File: src/rtl/grid_turn_ctrl.sv
// -----------------------------------------------------------------------------
// grid_turn_ctrl
//
// Turn sequencer for the two-player grid state register. Move requests from
// both players are arbitrated round-robin, one move per turn. The mover's
// candidate cell is computed, checked against the grid bounds and against the
// walls/locations held in the grid register. A clean move pulses that player's
// grid write enable with the next location/wall values. A colliding move ends
// the game, and the other player is the winner.
//
// Ports
//   clk                    clock, rising edge
//   clrn                   reset, asynchronous, active-high
//   start                  level; leaves IDLE when high
//   req_p1 / req_p2        move requests, held by the requester until ack
//   dir_p1 / dir_p2        00 up(y-1) 01 right(x+1) 10 down(y+1) 11 left(x-1)
//   loc_pN_x / loc_pN_y    current location of player N (from grid register)
//   wall_pN_x / wall_pN_y  current wall cell of player N (from grid register)
//   en1 / en2              one-cycle write enable to P1 / P2 grid flops
//   nxt_loc_x / nxt_loc_y  next location, shared by both players' LOC inputs
//   nxt_wall_x / nxt_wall_y next wall cell (mover's old location)
//   ack_p1 / ack_p2        one-cycle pulse: that player's request consumed
//   busy                   high in CALC, CHECK and COMMIT
//   game_over              sticky high once a move collides
//   winner                 01 P1 won, 10 P2 won, 00 none
// -----------------------------------------------------------------------------
module grid_turn_ctrl #(
    parameter int GRID_W  = 8,
    parameter int GRID_H  = 8,
    parameter int COORD_W = 8
) (
    input  logic               clk,
    input  logic               clrn,
    input  logic               start,
    input  logic               req_p1,
    input  logic [1:0]         dir_p1,
    input  logic               req_p2,
    input  logic [1:0]         dir_p2,
    input  logic [COORD_W-1:0] loc_p1_x,
    input  logic [COORD_W-1:0] loc_p1_y,
    input  logic [COORD_W-1:0] loc_p2_x,
    input  logic [COORD_W-1:0] loc_p2_y,
    input  logic [COORD_W-1:0] wall_p1_x,
    input  logic [COORD_W-1:0] wall_p1_y,
    input  logic [COORD_W-1:0] wall_p2_x,
    input  logic [COORD_W-1:0] wall_p2_y,
    output logic               en1,
    output logic               en2,
    output logic [COORD_W-1:0] nxt_loc_x,
    output logic [COORD_W-1:0] nxt_loc_y,
    output logic [COORD_W-1:0] nxt_wall_x,
    output logic [COORD_W-1:0] nxt_wall_y,
    output logic               ack_p1,
    output logic               ack_p2,
    output logic               busy,
    output logic               game_over,
    output logic [1:0]         winner
);

    typedef enum logic [2:0] {
        S_IDLE   = 3'd0,
        S_RUN    = 3'd1,
        S_CALC   = 3'd2,
        S_CHECK  = 3'd3,
        S_COMMIT = 3'd4,
        S_OVER   = 3'd5
    } state_t;

    localparam logic       PLAYER_1  = 1'b0;
    localparam logic       PLAYER_2  = 1'b1;
    localparam logic [1:0] DIR_UP    = 2'd0;
    localparam logic [1:0] DIR_RIGHT = 2'd1;
    localparam logic [1:0] DIR_DOWN  = 2'd2;
    localparam logic [1:0] DIR_LEFT  = 2'd3;

    // Candidates are one bit wider than the coordinate bus so that stepping
    // left/up from 0 lands on all-ones and is caught by the same upper-bound
    // compare as stepping off the right/bottom edge; nothing wraps.
    localparam logic [COORD_W:0] COORD_ONE = {{COORD_W{1'b0}}, 1'b1};
    localparam logic [COORD_W:0] LAST_X    = (COORD_W+1)'(GRID_W - 1);
    localparam logic [COORD_W:0] LAST_Y    = (COORD_W+1)'(GRID_H - 1);

    state_t               state_q;
    logic                 last_grant_q;
    logic                 grant_q;
    logic [1:0]           dir_q;
    logic [COORD_W-1:0]   loc_x_q;
    logic [COORD_W-1:0]   loc_y_q;
    logic [COORD_W:0]     cand_x_q;
    logic [COORD_W:0]     cand_y_q;
    logic                 oob_q;
    logic                 en1_q;
    logic                 en2_q;
    logic                 ack_p1_q;
    logic                 ack_p2_q;
    logic                 busy_q;
    logic                 game_over_q;
    logic [1:0]           winner_q;
    logic [COORD_W-1:0]   nxt_loc_x_q;
    logic [COORD_W-1:0]   nxt_loc_y_q;
    logic [COORD_W-1:0]   nxt_wall_x_q;
    logic [COORD_W-1:0]   nxt_wall_y_q;

    logic                 grant_s;
    logic [COORD_W:0]     cand_x_d;
    logic [COORD_W:0]     cand_y_d;
    logic                 oob_d;
    logic [COORD_W-1:0]   oth_loc_x_s;
    logic [COORD_W-1:0]   oth_loc_y_s;
    logic [COORD_W-1:0]   oth_wall_x_s;
    logic [COORD_W-1:0]   oth_wall_y_s;
    logic [COORD_W-1:0]   own_wall_x_s;
    logic [COORD_W-1:0]   own_wall_y_s;
    logic                 collide_s;

    // Round-robin arbitration: on a tie the player that did not move last wins.
    always_comb begin
        grant_s = PLAYER_1;
        if (req_p1 && req_p2) begin
            grant_s = ~last_grant_q;
        end else if (req_p2) begin
            grant_s = PLAYER_2;
        end else begin
            grant_s = PLAYER_1;
        end
    end

    // Candidate cell and out-of-bounds flag from the latched location/direction.
    always_comb begin
        cand_x_d = {1'b0, loc_x_q};
        cand_y_d = {1'b0, loc_y_q};
        case (dir_q)
            DIR_UP:    cand_y_d = {1'b0, loc_y_q} - COORD_ONE;
            DIR_RIGHT: cand_x_d = {1'b0, loc_x_q} + COORD_ONE;
            DIR_DOWN:  cand_y_d = {1'b0, loc_y_q} + COORD_ONE;
            DIR_LEFT:  cand_x_d = {1'b0, loc_x_q} - COORD_ONE;
            default:   cand_x_d = {1'b0, loc_x_q};
        endcase
        oob_d = (cand_x_d > LAST_X) | (cand_y_d > LAST_Y);
    end

    // Collision check against the live grid register contents.
    always_comb begin
        if (grant_q == PLAYER_2) begin
            oth_loc_x_s  = loc_p1_x;
            oth_loc_y_s  = loc_p1_y;
            oth_wall_x_s = wall_p1_x;
            oth_wall_y_s = wall_p1_y;
            own_wall_x_s = wall_p2_x;
            own_wall_y_s = wall_p2_y;
        end else begin
            oth_loc_x_s  = loc_p2_x;
            oth_loc_y_s  = loc_p2_y;
            oth_wall_x_s = wall_p2_x;
            oth_wall_y_s = wall_p2_y;
            own_wall_x_s = wall_p1_x;
            own_wall_y_s = wall_p1_y;
        end
        collide_s = oob_q
                  | ((cand_x_q == {1'b0, oth_loc_x_s})  && (cand_y_q == {1'b0, oth_loc_y_s}))
                  | ((cand_x_q == {1'b0, oth_wall_x_s}) && (cand_y_q == {1'b0, oth_wall_y_s}))
                  | ((cand_x_q == {1'b0, own_wall_x_s}) && (cand_y_q == {1'b0, own_wall_y_s}));
    end

    // Turn FSM with all outputs registered; en/ack are single-cycle pulses.
    always_ff @(posedge clk or posedge clrn) begin
        if (clrn) begin
            state_q      <= S_IDLE;
            last_grant_q <= PLAYER_2;
            grant_q      <= PLAYER_1;
            dir_q        <= 2'd0;
            loc_x_q      <= {COORD_W{1'b0}};
            loc_y_q      <= {COORD_W{1'b0}};
            cand_x_q     <= {(COORD_W+1){1'b0}};
            cand_y_q     <= {(COORD_W+1){1'b0}};
            oob_q        <= 1'b0;
            en1_q        <= 1'b0;
            en2_q        <= 1'b0;
            ack_p1_q     <= 1'b0;
            ack_p2_q     <= 1'b0;
            busy_q       <= 1'b0;
            game_over_q  <= 1'b0;
            winner_q     <= 2'b00;
            nxt_loc_x_q  <= {COORD_W{1'b0}};
            nxt_loc_y_q  <= {COORD_W{1'b0}};
            nxt_wall_x_q <= {COORD_W{1'b0}};
            nxt_wall_y_q <= {COORD_W{1'b0}};
        end else begin
            en1_q    <= 1'b0;
            en2_q    <= 1'b0;
            ack_p1_q <= 1'b0;
            ack_p2_q <= 1'b0;
            case (state_q)
                S_IDLE: begin
                    if (start) begin
                        state_q <= S_RUN;
                    end
                end
                S_RUN: begin
                    if (req_p1 || req_p2) begin
                        grant_q      <= grant_s;
                        last_grant_q <= grant_s;
                        dir_q        <= (grant_s == PLAYER_2) ? dir_p2 : dir_p1;
                        loc_x_q      <= (grant_s == PLAYER_2) ? loc_p2_x : loc_p1_x;
                        loc_y_q      <= (grant_s == PLAYER_2) ? loc_p2_y : loc_p1_y;
                        busy_q       <= 1'b1;
                        state_q      <= S_CALC;
                    end
                end
                S_CALC: begin
                    cand_x_q <= cand_x_d;
                    cand_y_q <= cand_y_d;
                    oob_q    <= oob_d;
                    state_q  <= S_CHECK;
                end
                S_CHECK: begin
                    ack_p1_q <= (grant_q == PLAYER_1);
                    ack_p2_q <= (grant_q == PLAYER_2);
                    if (collide_s) begin
                        busy_q      <= 1'b0;
                        game_over_q <= 1'b1;
                        winner_q    <= (grant_q == PLAYER_2) ? 2'b01 : 2'b10;
                        state_q     <= S_OVER;
                    end else begin
                        en1_q        <= (grant_q == PLAYER_1);
                        en2_q        <= (grant_q == PLAYER_2);
                        nxt_loc_x_q  <= cand_x_q[COORD_W-1:0];
                        nxt_loc_y_q  <= cand_y_q[COORD_W-1:0];
                        nxt_wall_x_q <= loc_x_q;
                        nxt_wall_y_q <= loc_y_q;
                        state_q      <= S_COMMIT;
                    end
                end
                S_COMMIT: begin
                    busy_q  <= 1'b0;
                    state_q <= S_RUN;
                end
                S_OVER: begin
                    state_q <= S_OVER;
                end
                default: begin
                    busy_q  <= 1'b0;
                    state_q <= S_IDLE;
                end
            endcase
        end
    end

    assign en1        = en1_q;
    assign en2        = en2_q;
    assign ack_p1     = ack_p1_q;
    assign ack_p2     = ack_p2_q;
    assign busy       = busy_q;
    assign game_over  = game_over_q;
    assign winner     = winner_q;
    assign nxt_loc_x  = nxt_loc_x_q;
    assign nxt_loc_y  = nxt_loc_y_q;
    assign nxt_wall_x = nxt_wall_x_q;
    assign nxt_wall_y = nxt_wall_y_q;

endmodule

File: config.mk
export PLATFORM = sky130hd
export DESIGN_NAME = grid_turn_ctrl
export DESIGN_NICKNAME = d
export VERILOG_FILES = /design/src/rtl/grid_turn_ctrl.sv
export SDC_FILE = /design/constraint.sdc
export NUM_CORES = 1
export LEC_CHECK = 0
export CAP_MARGIN = 20
export CORE_ASPECT_RATIO = 0.8
export CORE_MARGIN = 2
export CORE_UTILIZATION = 40
export CTS_CLUSTER_DIAMETER = 30
export DETAILED_ROUTE_END_ITERATION = 8
export GPL_ROUTABILITY_DRIVEN = 0
export HOLD_SLACK_MARGIN = 0.15
export PLACE_DENSITY = 0.75
export SLEW_MARGIN = 0
export SYNTH_ARGS = -nofsm -noshare
export SYNTH_HDL_FRONTEND = slang
export SYNTH_SLANG_ARGS = --single-unit
File: constraint.sdc
create_clock -name clk -period 6.7 [get_ports clk]
set_clock_uncertainty 0.15 [all_clocks]
set_input_delay 1.005 -clock clk [delete_from_list [all_inputs] [get_ports clk]]
set_output_delay 1.005 -clock clk [all_outputs]
set_load 0.05 [all_outputs]
==> flow_summary.toml, run 1 <==
[run_status]
outcome = "finished, final reports clean"

[min_path]
min_to = "cand_x_q[8]$_DFFE_PP0P_"
min_path_cells = 2
worstHoldStart = "cand_x_q[8]$_DFFE_PP0P_"
hold_class = "flop to flop"

[clock_tree]
post_cts_buffers = 0
h-tree-depth = 3
clkLatencyLatePin_ns = 0.34
cts-resized-gates = 0
ctsLongestPathBuffers = 2
ctsHoldBuffers = 0
cts_sinks = 82
cts_root_buffer = "clkbuf_16"
cts_tree = "yes"
clk_pin_slew_ns = 0.06
cts_buffers = 9

[logic_synthesis]
ys_ff_latch = 82
synth_area_per_cell_sq_um = 10.4
synth_edf_count = 0
ys_types = 51
synthArstFlopShare = 1.00
synthCells = 480
ys_warn_count = 0
seq_area_frac_synth = 0.411
netlist_area_sq_um = 4990
dominantRegCellSynth = "dfrtp_1"
synthesis.nets = 562

[setup_path]
r2r-start = "grant_q$_DFFE_PP0P_"
worst_r2r_endpoint = "nxt_wall_y[4]$_DFFE_PP0P_"
r2r_cells = 9
crit_path_end_kind = "flop"
crit_arrival_ns = 4.27
worst_ep_required_time_ns = 6.77
critPathLaunchType = "flop"
crit_type = "flop to flop"
r2r_setup_slack_ns = 2.50
crit_fanout = 30

[final_layout]
drive_above_1_share = 0.107
fin_nets = 664
antennaDiodeCount = 0
nFillCells = 1040
final_cells = 739
area_delta_synth_final_pct = 31.2

[detailed_routing]
wire_per_inst_microns = 17.6
post_drt_via_cell_ratio = 5.34
routed_wl_mm = 13.0
vias = 3946
drt_iter0_drc = 213
drc = 0
firstDrtPassIters = 4
drtAntennaViolNets = 0

[pwr]
peakVddDrop_uv = 204
power_density_nw_per_um2 = 525
power.leakage_nw = 2.74

[timing]
final_hold_viol_count = 0
slew_headroom = 0.399
maxSlewViolCount = 0
worst_pin_slew_ns = 0.902
fmax_ghz = 0.238
rsz0062_at_grt = "no"
setup_slack_ns = 2.50
fin_crit_ns = 4.20
setup_violations = 0
min_period_over_period = 0.627
finalSetupTns_ns = 0

[placed_design]
placed_cells_incl_taps = 722
place_ws_ns = 2.50
portBuffers = 112
dp_hpwl_mm = 9.60

[global_route]
grt_first_pass_wirelength_mm = 21.0
track_usage = 0.197
antenna_found_initial = 0
grt_pass1_vias = 4166
grt_max_degree = 83
grt.overflow.total = 0

[die]
rows = 36
ios = 113
coreArea_sq_um = 12200
die_h_microns = 104
die_area_sq_um = 13400
die_w_microns = 129
start_util = 0.410

[job]
drv_cap = 0
per-layer routing:
| layer | GRT usage | part of all wire |
|---|---|---|
| met1 | 0.270 | 0.47 |
| met4 | 0.0590 | 0.020 |
| met5 | 0 | 0 |
| met3 | 0.0468 | 0.058 |
| met2 | 0.311 | 0.45 |
how the worst max path moves through the flow:
stage,startpoint,endpoint,slack [ns],depth (start not counted)
after floorplan,dir_q[0]$_DFFE_PP0P_,oob_q$_DFFE_PP0P_,3.35,12
after global placement,wall_p2_x[7],nxt_wall_x[6]$_DFFE_PP0P_,2.61,9
after detailed placement,grant_q$_DFFE_PP0P_,nxt_wall_y[4]$_DFFE_PP0P_,2.50,9
after CTS,grant_q$_DFFE_PP0P_,nxt_wall_y[4]$_DFFE_PP0P_,2.48,9
after global routing,grant_q$_DFFE_PP0P_,nxt_wall_y[3]$_DFFE_PP0P_,2.20,9
final,grant_q$_DFFE_PP0P_,nxt_wall_y[4]$_DFFE_PP0P_,2.50,9
through the flow:
| stage | power [mW] | hold slack (ns) | instance area [sq um] | util |
|---|---|---|---|---|
| floorplan | 2.36 | 0.290 | 4990 | - |
| global placement | 2.83 | 0.306 | 6190 | 0.509 |
| detailed placement | 2.88 | 0.318 | 6190 | 0.509 |
| CTS | 3.45 | 0.330 | 6520 | 0.536 |
| global route | 3.66 | 0.369 | 6550 | 0.538 |
| finish | 3.44 | 0.332 | 6550 | 0.538 |
report_power, final:
part / switching (mW) / internal, mW
combinational: 1.02 / 0.818
sequential: 0.341 / 0.716
clock: 0.203 / 0.340
registers in the layout, summed over array words and instances, names as in the netlist:
name,count
grant_q,1
loc_x_q,8
nxt_wall_x,8
state_q,3
winner,2
game_over,1
busy,1
nxt_loc_y,8
cand_y_q,9
cand_x_q,9
dir_q,2
nxt_wall_y,8
en1,1
ack_p1,1
ack_p2,1
loc_y_q,8
oob_q,1
nxt_loc_x,8
en2,1
last_grant_q,1
cells in the final DEF, fill, tap and decap left out, types with 3 or more instances in the layout:
master,n
a21oi_1,15
a41oi_1,3
buf_4,6
clkbuf_16,9
clkdlybuf4s50_1,112
dfrtp_1,80
ha_1,8
inv_1,6
mux2_1,3
mux2_2,32
mux2i_1,70
nand2_1,46
nand2b_1,5
nand3_1,5
nand4_1,4
nor2_1,18
nor2b_1,3
nor3_1,5
nor4_1,14
o21ai_0,39
o21bai_1,3
xnor2_1,54
xor2_1,8
cell usage after synthesis, types with 2 or more instances:
cell      number  share of area
xnor2_1       54          0.095
and4b_1        2         0.0040
buf_6          6          0.014
o21ai_0       39          0.039
nor2_1        18          0.014
buf_4          2         0.0030
ha_1           8          0.020
nor2b_1        3         0.0038
nand4_1        4         0.0050
dfrtp_1       81           0.41
a41oi_1        3         0.0053
mux2_2        32          0.072
inv_1          7         0.0053
o21a_1         2         0.0030
a211oi_1       2         0.0030
nor4_1        14          0.018
a21oi_1       15          0.015
nand3_1        5         0.0050
buf_1          2         0.0015
clkbuf_1      17          0.013
nor3_1         5         0.0050
xor2_1         8          0.014
mux2i_1       70           0.14
nand2_1       46          0.035
mux2_1         3         0.0068
o21bai_1       3         0.0045
nand2b_1       5         0.0063
cell type report:
| cell class | count | area, sq um | area share |
|---|---|---|---|
| Clock buffer | 11 | 243 | 0.0371 |
| Clock inverter | 5 | 85.1 | 0.0130 |
| Inverter | 7 | 27.5 | 0.00420 |
| Multi-Input combinational cell | 363 | 2760 | 0.421 |
| Sequential cell | 82 | 2050 | 0.314 |
| Tap cell | 152 | 190 | 0.0290 |
| Timing Repair Buffer | 119 | 1190 | 0.182 |
cells by family (layout without fill, tap and decap cells):
kind of cell | count (synthesis) | after routing | synth area share
simple gates | 111 | 111 | 0.107
mux | 105 | 105 | 0.219
flops | 82 | 82 | 0.411
compound gates | 76 | 76 | 0.0918
xor+xnor | 62 | 62 | 0.109
buf+inv | 35 | 142 | 0.0371
fa+ha+maj | 9 | 9 | 0.0241
worst max-delay path, cell delays in order, from the launching register on:
cell and delay [ns]:
dfrtp_2 0.90, buf_4 0.49, mux2i_1 0.28, xnor2_1 0.15, nor4_1 0.08, a41oi_1 0.36, a31oi_4 0.19, nor2_2 0.70
buf_4 0.39, mux2_2 0.37
Note: power is estimated with default switching activity, not from simulation.
==> run 2: changes to the inputs <==
- PLACE_DENSITY: 0.75 -> 0.77
- clock period: 6.7 -> 3.4 ns (I/O delays scaled with it)
==> flow_summary.toml, run 2 (synthesis results as in run 1) <==
[timing]
fin_crit_ns = 3.10
finalSetupTns_ns = 0
setup_slack_ns = 0.299
setup_violations = 0
min_period_over_period = 0.912
maxSlewViolCount = 0
final_hold_viol_count = 0
fmax_ghz = 0.323
worst_pin_slew_ns = 0.538
rsz0062_at_grt = "no"
slew_headroom = 0.640

[setup_path]
crit_fanout = 29
crit_arrival_ns = 3.17
crit_path_end_kind = "flop"
worst_ep_required_time_ns = 3.47
crit_type = "flop to flop"
critPathLaunchType = "flop"

[min_path]
hold_class = "flop to flop"

[detailed_routing]
drc = 0
drt_iter0_drc = 282
firstDrtPassIters = 4
routed_wl_mm = 13.0
drtAntennaViolNets = 0
top_layer_used = "met4"
vias = 3987
dr_wl_met2_mm = 5.79
dr_wl_met3_microns = 825
post_drt_via_cell_ratio = 5.37
routedLengthMet1_mm = 6.09
wire_per_inst_microns = 17.5

[final_layout]
antennaDiodeCount = 0
reg_top3 = "cand_x_q x9, cand_y_q x9"
final_cells = 743
final_cell_mix = "clkdlybuf4s50_1, dfrtp_1, mux2i_1"
fin_nets = 668
drive_above_1_share = 0.112
layout_commonest_cell = "clkdlybuf4s50_1"
fin_util = 0.539
area_delta_synth_final_pct = 31.4

[clock_tree]
cts_root_buffer = "clkbuf_16"
ctsHoldBuffers = 0
post_cts_buffers = 0
clk_pin_slew_ns = 0.07
cts_tree = "yes"
ctsLongestPathBuffers = 2
cts-resized-gates = 0
cts_buffers = 9
h-tree-depth = 3
clkLatencyLatePin_ns = 0.34
cts_sinks = 82

[pwr]
power.leakage_nw = 2.75
peakVddDrop_uv = 324
power_density_nw_per_um2 = 1020
power_mw = 6.71

[run_status]
outcome = "finished, final reports clean"

[placed_design]
portBuffers = 112
dp_hpwl_mm = 9.76
placed_cells_incl_taps = 727
place_ws_ns = 0.156

[job]
drv_cap = 0

[global_route]
antenna_found_initial = 0
grt_first_pass_wirelength_mm = 20.7
grt.overflow.total = 0
track_usage = 0.196
grt_pass1_vias = 4000
grt_max_degree = 83

[die]
ios = 113
die_h_microns = 104
die_w_microns = 129
start_util = 0.410
die_area_sq_um = 13400
rows = 36
coreArea_sq_um = 12200
run 2: path summary, 6_finish.rpt:
| kind | startpoint | endpoint | slack, ns | cells after the start |
|---|---|---|---|---|
| max | grant_q$_DFFE_PP0P_ | nxt_loc_x[3]$_DFFE_PP0P_ | 0.30 | 9 |
| min | cand_x_q[8]$_DFFE_PP0P_ | cand_x_q[8]$_DFFE_PP0P_ | 0.33 | 2 |
| max reg2reg | grant_q$_DFFE_PP0P_ | nxt_loc_x[3]$_DFFE_PP0P_ | 0.30 | 9 |
| min reg2reg | cand_x_q[8]$_DFFE_PP0P_ | cand_x_q[8]$_DFFE_PP0P_ | 0.33 | 2 |
| max in group asynchronous | clrn | last_grant_q$_DFFE_PP1P_ | 2.30 | 3 |
| min in group asynchronous | clrn | en2$_DFF_PP0_ | 0.42 | 3 |
run 2: report_power, final:
part           switching (mW)  internal (mW)
sequential              0.559           1.41
combinational            2.13           1.65
clock                   0.388          0.568
total                    3.08           3.63
run 2: final cells by class:
type,count,area [sq um]
clock inverter,5,56.3
clock buffer,11,233
multi-input combinational,363,2760
sequential,82,2050
fill,995,5600
tap,152,190
timing repair buffer,123,1240
inverter,7,27.5
run 2: worst max-delay path, cell delays in order (launching register included):
cell     delay (ns)
dfrtp_2        0.45
buf_12         0.24
mux2i_1        0.25
xnor2_1        0.15
nor4_1         0.09
a41oi_1        0.35
a31oi_4        0.19
nor2_2         0.45
buf_4          0.28
mux2_2         0.35
run 2: layer usage:
| layer | up-vias | global-route usage |
|---|---|---|
| li1 | 1908 | - |
| met1 | 1935 | 0.273 |
| met2 | 120 | 0.300 |
| met3 | 24 | 0.0448 |
| met4 | 0 | 0.0691 |
| met5 | - | 0 |
run 2: per-stage QoR:
step	hold WS, ns	instance area (sq um)
global placement	0.308	6270
floorplan	0.290	4990
finish	0.325	6560
CTS	0.328	6560
detailed placement	0.309	6270
global route	0.348	6560
